**src/rtl/wide_inv_pipe.sv**
```systemverilog
// Registered word pipeline with per-word bit transform, valid/ready on both sides,
// a post-reset init sequence gating rdy, and a wrapping delivered-word counter.
module wide_inv_pipe #(
  parameter int unsigned WIDTH       = 32,
  parameter int unsigned STAGES      = 2,
  parameter int unsigned INIT_CYCLES = 4,
  parameter int unsigned CNT_W       = 16
) (
  input  logic             clock,
  input  logic             rst_n,
  input  logic [1:0]       mode,
  input  logic [WIDTH-1:0] mask,
  input  logic             in_valid,
  output logic             in_ready,
  input  logic [WIDTH-1:0] d_in,
  output logic             out_valid,
  input  logic             out_ready,
  output logic [WIDTH-1:0] d_out,
  output logic             rdy,
  output logic [CNT_W-1:0] count
);

  localparam int unsigned INIT_W = $clog2(INIT_CYCLES + 1);

  typedef enum logic {
    ST_INIT = 1'b0,
    ST_RUN  = 1'b1
  } state_t;

  state_t            state;
  state_t            state_next;
  logic [INIT_W-1:0] init_cnt;
  logic [INIT_W-1:0] init_cnt_next;
  logic              rdy_next;

  logic [WIDTH-1:0]  stage_data [STAGES];
  logic [WIDTH-1:0]  stage_in   [STAGES];
  logic [STAGES-1:0] stage_valid;
  logic [STAGES-1:0] stage_load;
  logic [STAGES-1:0] advance;
  logic              stage1_open;
  logic              accept;

  function automatic logic [WIDTH-1:0] xform(
    input logic [1:0]       m,
    input logic [WIDTH-1:0] d,
    input logic [WIDTH-1:0] mk
  );
    logic [WIDTH-1:0] r;
    r = d;
    case (m)
      2'b00:   r = ~d;
      2'b01:   r = d;
      2'b10:   r = d ^ mk;
      2'b11: begin
        for (int i = 0; i < int'(WIDTH); i++) begin
          r[i] = ~d[int'(WIDTH) - 1 - i];
        end
      end
      default: r = d;
    endcase
    return r;
  endfunction

  // Init sequencer: state register
  always_ff @(posedge clock or negedge rst_n) begin
    if (!rst_n) begin
      state    <= ST_INIT;
      init_cnt <= '0;
      rdy      <= 1'b0;
    end else begin
      state    <= state_next;
      init_cnt <= init_cnt_next;
      rdy      <= rdy_next;
    end
  end

  // Init sequencer: next state; rdy rises on the INIT_CYCLES-th edge after release
  always_comb begin
    state_next    = state;
    init_cnt_next = init_cnt;
    rdy_next      = rdy;
    case (state)
      ST_INIT: begin
        if (init_cnt == INIT_W'(INIT_CYCLES - 1)) begin
          state_next    = ST_RUN;
          rdy_next      = 1'b1;
          init_cnt_next = '0;
        end else begin
          init_cnt_next = init_cnt + INIT_W'(1);
        end
      end
      ST_RUN: begin
        rdy_next = 1'b1;
      end
      default: begin
        state_next = ST_INIT;
        rdy_next   = 1'b0;
      end
    endcase
  end

  // A stage can move on iff out_ready or some later stage is empty (bubbles collapse)
  always_comb begin : adv_chain
    logic open_acc;
    open_acc = out_ready;
    advance  = '0;
    for (int k = int'(STAGES) - 1; k >= 0; k--) begin
      advance[k] = stage_valid[k] && open_acc;
      open_acc   = open_acc || !stage_valid[k];
    end
    stage1_open = open_acc;
  end

  assign in_ready = rdy && stage1_open;
  assign accept   = in_valid && in_ready;

  // Per-stage load enable and source word
  always_comb begin
    stage_load    = '0;
    stage_load[0] = accept;
    stage_in[0]   = xform(mode, d_in, mask);
    for (int k = 1; k < int'(STAGES); k++) begin
      stage_load[k] = advance[k-1];
      stage_in[k]   = stage_data[k-1];
    end
  end

  always_ff @(posedge clock or negedge rst_n) begin
    if (!rst_n) begin
      stage_valid <= '0;
      for (int k = 0; k < int'(STAGES); k++) begin
        stage_data[k] <= '0;
      end
    end else begin
      for (int k = 0; k < int'(STAGES); k++) begin
        if (stage_load[k]) begin
          stage_valid[k] <= 1'b1;
          stage_data[k]  <= stage_in[k];
        end else if (advance[k]) begin
          stage_valid[k] <= 1'b0;
        end
      end
    end
  end

  assign out_valid = stage_valid[STAGES-1];
  assign d_out     = stage_data[STAGES-1];

  always_ff @(posedge clock or negedge rst_n) begin
    if (!rst_n) begin
      count <= '0;
    end else if (out_valid && out_ready) begin
      count <= count + CNT_W'(1);
    end
  end

endmodule

```
**config.mk**
```make
export PLATFORM = sky130hd
export DESIGN_NAME = wide_inv_pipe
export DESIGN_NICKNAME = d
export VERILOG_FILES = /design/src/rtl/wide_inv_pipe.sv
export SDC_FILE = /design/constraint.sdc
export NUM_CORES = 1
export LEC_CHECK = 0
export CAP_MARGIN = 10
export CORE_MARGIN = 1.5
export CORE_UTILIZATION = 54
export CTS_CLUSTER_SIZE = 30
export DETAILED_ROUTE_END_ITERATION = 10
export HOLD_SLACK_MARGIN = 0.12
export PLACE_DENSITY = 0.83
export SLEW_MARGIN = 40
export SYNTH_ARGS = -nofsm -noshare
export SYNTH_HDL_FRONTEND = slang
export SYNTH_SLANG_ARGS = --single-unit
```
**constraint.sdc**
```tcl
create_clock -name clock -period 2.29 [get_ports clock]
set_input_delay 0.229 -clock clock [delete_from_list [all_inputs] [get_ports clock]]
set_output_delay 0.229 -clock clock [all_outputs]
set_load 0.03 [all_outputs]
```
# --- Word level (Yosys, flattened, before mapping) ---
# Index checks and enable logic that the tools add are counted.
totals:
  reg_bits: 87
  out_inout_bits: 51
op_classes:
  addsub: 2
  muxes: 10
  n_reduce_logical: 11
  bitwise_logic: 35
  eq_ne: 5
ops:
  columns: ["operator", "count"]
  rows:
  - ["one-hot mux 32 bit (4 select lines)", 1]
  - ["inverter 1 bit", 33]
  - ["inverter 32 bit", 1]
  - ["bitwise XOR 32 bit", 1]
  - ["adder 16 x 1 -> 16 bit (second input constant)", 1]
  - ["2-to-1 mux 1 bit", 7]
  - ["equality test 2 bit (second input constant)", 2]
  - ["logical AND 1 bit", 4]
  - ["nonzero test 2 bit", 2]
  - ["adder 3 x 1 -> 3 bit (second input constant)", 1]
  - ["equality test 3 x 2 -> 1 bit (second input constant)", 1]
  - ["2-to-1 mux 3 bit", 1]
  - ["equality test 2 x 1 -> 1 bit (second input constant)", 1]
  - ["logical NOT 1 bit", 2]
  - ["logical NOT 2 bit", 1]
  - ["logical OR 1 bit", 2]
  - ["inequality test 2 bit (second input constant)", 1]
  - ["one-hot mux 1 bit (2 select lines)", 1]

# --- Logic depth before layout (Yosys ltp) ---
logic_depth:
  word_depth: 6
  mapped_depth: 6
  ltp_nobuf: 5

# --- Worst setup path before layout ---
# Ideal clock, no wire load.
synth_path:
  path_kind: "register to register"
  start: "reg count[0]"
  end: "reg count[10]"
  arrival_time_ns: 1.358
  path_stages_with_launch: 6
  t_required_ns: 2.156
  synth_period_minus_slack_ns: 1.492
  path_buffers: 0
  setup_ns: 0.134
  slack_ns: 0.798
  cell_sequence: "dfrtp_1 > ha_1 > nand3_1 > nor3_4 > nand4_1 > xnor2_1"
synth_between:
  elab_chain_cells: 1
synth_lines:
  columns: ["element", "line_no", "source"]
  rows:
  - ["from (decl)", "20", "output logic [CNT_W-1:0] count"]
  - ["from (signal assigned)", "154", "count <= count + CNT_W'(1);"]
  - ["adder 16 x 1 -> 16 bit", "154", null]
# Every way passes these cells.
# A chain may end at the register's enable or synchronous reset.

# --- Worst setup path after layout ---
layout_path:
  start: "in out_ready"
  end: "out in_ready"
layout_between:
  elab_chain_cells: 3
layout_lines:
  columns: ["element", "line_no", "source"]
  rows:
  - ["from (decl)", "17", "input logic out_ready,"]
  - ["logical OR 1 bit (2 in a row)", "110", "open_acc = open_acc || !stage_valid[k];"]
  - ["logical AND 1 bit", "115", "assign in_ready = rdy && stage1_open;"]
  - ["to (decl)", "14", "output logic in_ready,"]
# Every way passes these cells.

==> impl_metrics.toml <==
[worst_setup_path]
start_kind = "primary input"
crit_path_top_delay_cell = "clkdlybuf4s50_1"
worst_ep_arrival_time_ns = 1.77
crit_type = "in2out"
crit_top_cell = "clkdlybuf4s50_1"
required_ns = 2.06
max_stage_delay_ns = 0.66
crit_path_max_fanout = 5
path_cells = "clkdlybuf4s50_1, nand3b_1, and2_1, clkdlybuf4s50_1"
critPathCaptureType = "output pin"

[layout]
final-seq-area_sq_um = 2180
multi_input_area_sq_um = 2260
diodes = 0
final_cells = 667
fillers = 652
post-route-cell-area_sq_um = 6140
layout-drive-gt1-share_pct = 12.2
area_growth_pct = 26.0
layout.nets = 626

[synthesis]
yosys_warnings = 0
syn-num-nets = 545
synth_area_sq_um = 4880
synth_edf_count = 0
seq_area_frac_synth_pct = 44.6
synthFlopType = "dfrtp_1"
syn_inst = 473
ys_types = 35
synth_seq_cells = 87
avgSynthCellArea_sq_um = 10.3
async_reset_ff_share_pct = 100

[placement]
numPlacedInstances = 650
gp_congestion = 0.799
dpl_cell_area_sq_um = 5880
io_buffers = 120
dp_hpwl_microns = 6970

[drt]
vias_per_cell = 5.10
wl_microns = 9230
drt_iter0_markers = 91
ant_nets = 0
routedWlPerCell_microns = 13.8
drc_errors = 0
first_pass_iters = 4
vias = 3400

[power_and_ir_drop]
ir_drop_mv = 0.441
power_mw = 5.47
powerDensity_nw_per_um2 = 891
p_leak_nw = 2.67

[global_route]
grt_pass1_wl_microns = 15200
grt_max_degree = 71
grt_antenna_before_repair = 0
overflow = 0
grt_pass1_vias = 3296
track_usage_pct = 19.9

[worst_hold_path]
hold_class = "in2async"

[clock_network]
cts_tree = "yes"
h-tree-depth = 3
worstSkewPairLatency_ns = 0.35
cts.clk_slew.worst_paths_ns = 0.09
cts_buffers = 9
cts_root_buf = "clkbuf_8"
cts_buffer_depth = 2
cts_setup_buffers = 0
clock_sinks = 87

[die]
dieWidth_microns = 98.0
chipHeight_microns = 98.0
core_area_sq_um = 8720
dieArea_sq_um = 9610
fp-row-count = 34
ios = 121
start_util_pct = 55.9

[timing]
finalMaxSlewViolations = 0
finalClockSkew_ns = 0.0113
slew_headroom_pct = 66.3
min_period_ns = 1.99
setup_violations = 0
tightestPinTransition_ns = 0.505
min_period_over_period_pct = 87.1
rsz0062_at_grt = "false"
timing.setup.tns_ns = 0
hold_violations = 0
clock.fmax_ghz = 0.501

[job]
maxCapViolations = 0

[status]
outcome = "complete, no violations"
[power breakdown]
group / switching, mW / internal, mW / total, mW
Sequential: 0.260 / 1.90 / 2.16
Combinational: 1.04 / 0.968 / 2.01
Clock: 0.542 / 0.762 / 1.30
Total: 1.84 / 3.63 / 5.47
[synth_stat cells, types with 2 or more instances]
cell type,instances,share of area (%)
nor2b_1,11,1.4
dfrtp_1,87,45
mux2i_1,18,3.7
mux2_2,28,6.5
buf_6,9,2.1
xnor2_1,43,7.7
o21ai_0,14,1.4
nor3_4,2,0.67
and2b_1,20,3.1
nor2_1,19,1.5
nand2_1,40,3.1
o21ai_1,33,3.4
buf_2,4,0.41
clkbuf_1,5,0.38
inv_1,4,0.31
xor2_1,4,0.72
mux2_4,7,2.2
ha_1,2,0.51
nand4_1,3,0.38
buf_4,39,6.0
nand2b_1,32,4.1
a21oi_1,16,1.6
nand3_1,21,2.2
[cell families after synthesis]
kind of cell / count (synthesis) / synth area share [%]
XOR/XNOR: 47 / 8.44
multiplexers: 53 / 12.3
AND/OR/NAND/NOR: 158 / 18.1
adder cells (fa/ha/maj): 2 / 0.513
flip-flops: 87 / 44.6
AO/OA/AOI/OAI: 65 / 6.80
buffers and inverters: 61 / 9.19
[final cells by class]
class | instances | share of cell area [%]
Clock buffer | 10 | 2.24
Tap cell | 108 | 2.20
Clock inverter | 6 | 1.87
Timing Repair Buffer | 127 | 21.3
Sequential cell | 87 | 35.4
Multi-Input combinational cell | 325 | 36.7
Inverter | 4 | 0.244
[cells in the final DEF (no fill, tap or decap), drive strengths merged, types with 2 or more instances in the layout]
master,count
nor3,2
nor2b,11
and2b,20
dfrtp,87
buf,9
mux2,35
xnor2,43
bufinv,3
a21oi,16
nand2,41
clkdlybuf4s50,117
inv,6
nor2,19
nand2b,32
o21ai,48
xor2,4
nand3,22
clkbuf,10
mux2i,18
ha,2
nand4,4
[state kept, by name, indices dropped and copies added (netlist names)]
signal       count
stage_data      32
init_cnt         3
state            1
stage_valid      2
count           16
d_out           32
rdy              1
[path summary, 6_finish.rpt]
path	slack (ns)	endpoint	startpoint	depth (start not counted)
setup / recovery	0.30	in_ready	out_ready	4
min in group clock	0.44	stage_data[61]	mode[0]	3
setup reg to reg	0.83	stage_data[55]	stage_valid[1]	5
hold reg to reg	0.47	count[15]	count[15]	1
max in group asynchronous	1.26	stage_data[48]	rst_n	3
hold / removal	0.39	count[8]	rst_n	2
[what timing repair did]
action	4_1_cts	5_1_grt
setup endpoints to repair	0	0
hold buffers	1	0
gates resized for setup	0	0
hold endpoints to repair	37	0
[through the flow]
stage                     hold slack, ns  utilization (%)  worst slack [ns]
after floorplan                  -0.0666                -             0.798
after global placement             0.223             67.4             0.321
after detailed placement           0.228             67.4             0.285
after CTS                          0.393             70.4             0.274
after global routing               0.414             70.4             0.219
final                              0.387             70.4             0.296
[worst max-delay path, delay by kind of cell]
| family | cells | cell delay [ns] |
|---|---|---|
| buffers and inverters | 2 | 1.22 |
| AND/OR/NAND/NOR | 2 | 0.32 |
[routing by layer]
| layer | up-vias | track usage, % | routed length (microns) |
|---|---|---|---|
| met5 | - | 0 | 0 |
| met1 | 1589 | 23.4 | 3900 |
| met4 | 0 | 8.35 | 223 |
| met3 | 19 | 4.44 | 380 |
| li1 | 1706 | - | - |
| met2 | 86 | 35.2 | 4730 |
Power figures use the tool's default switching activity.
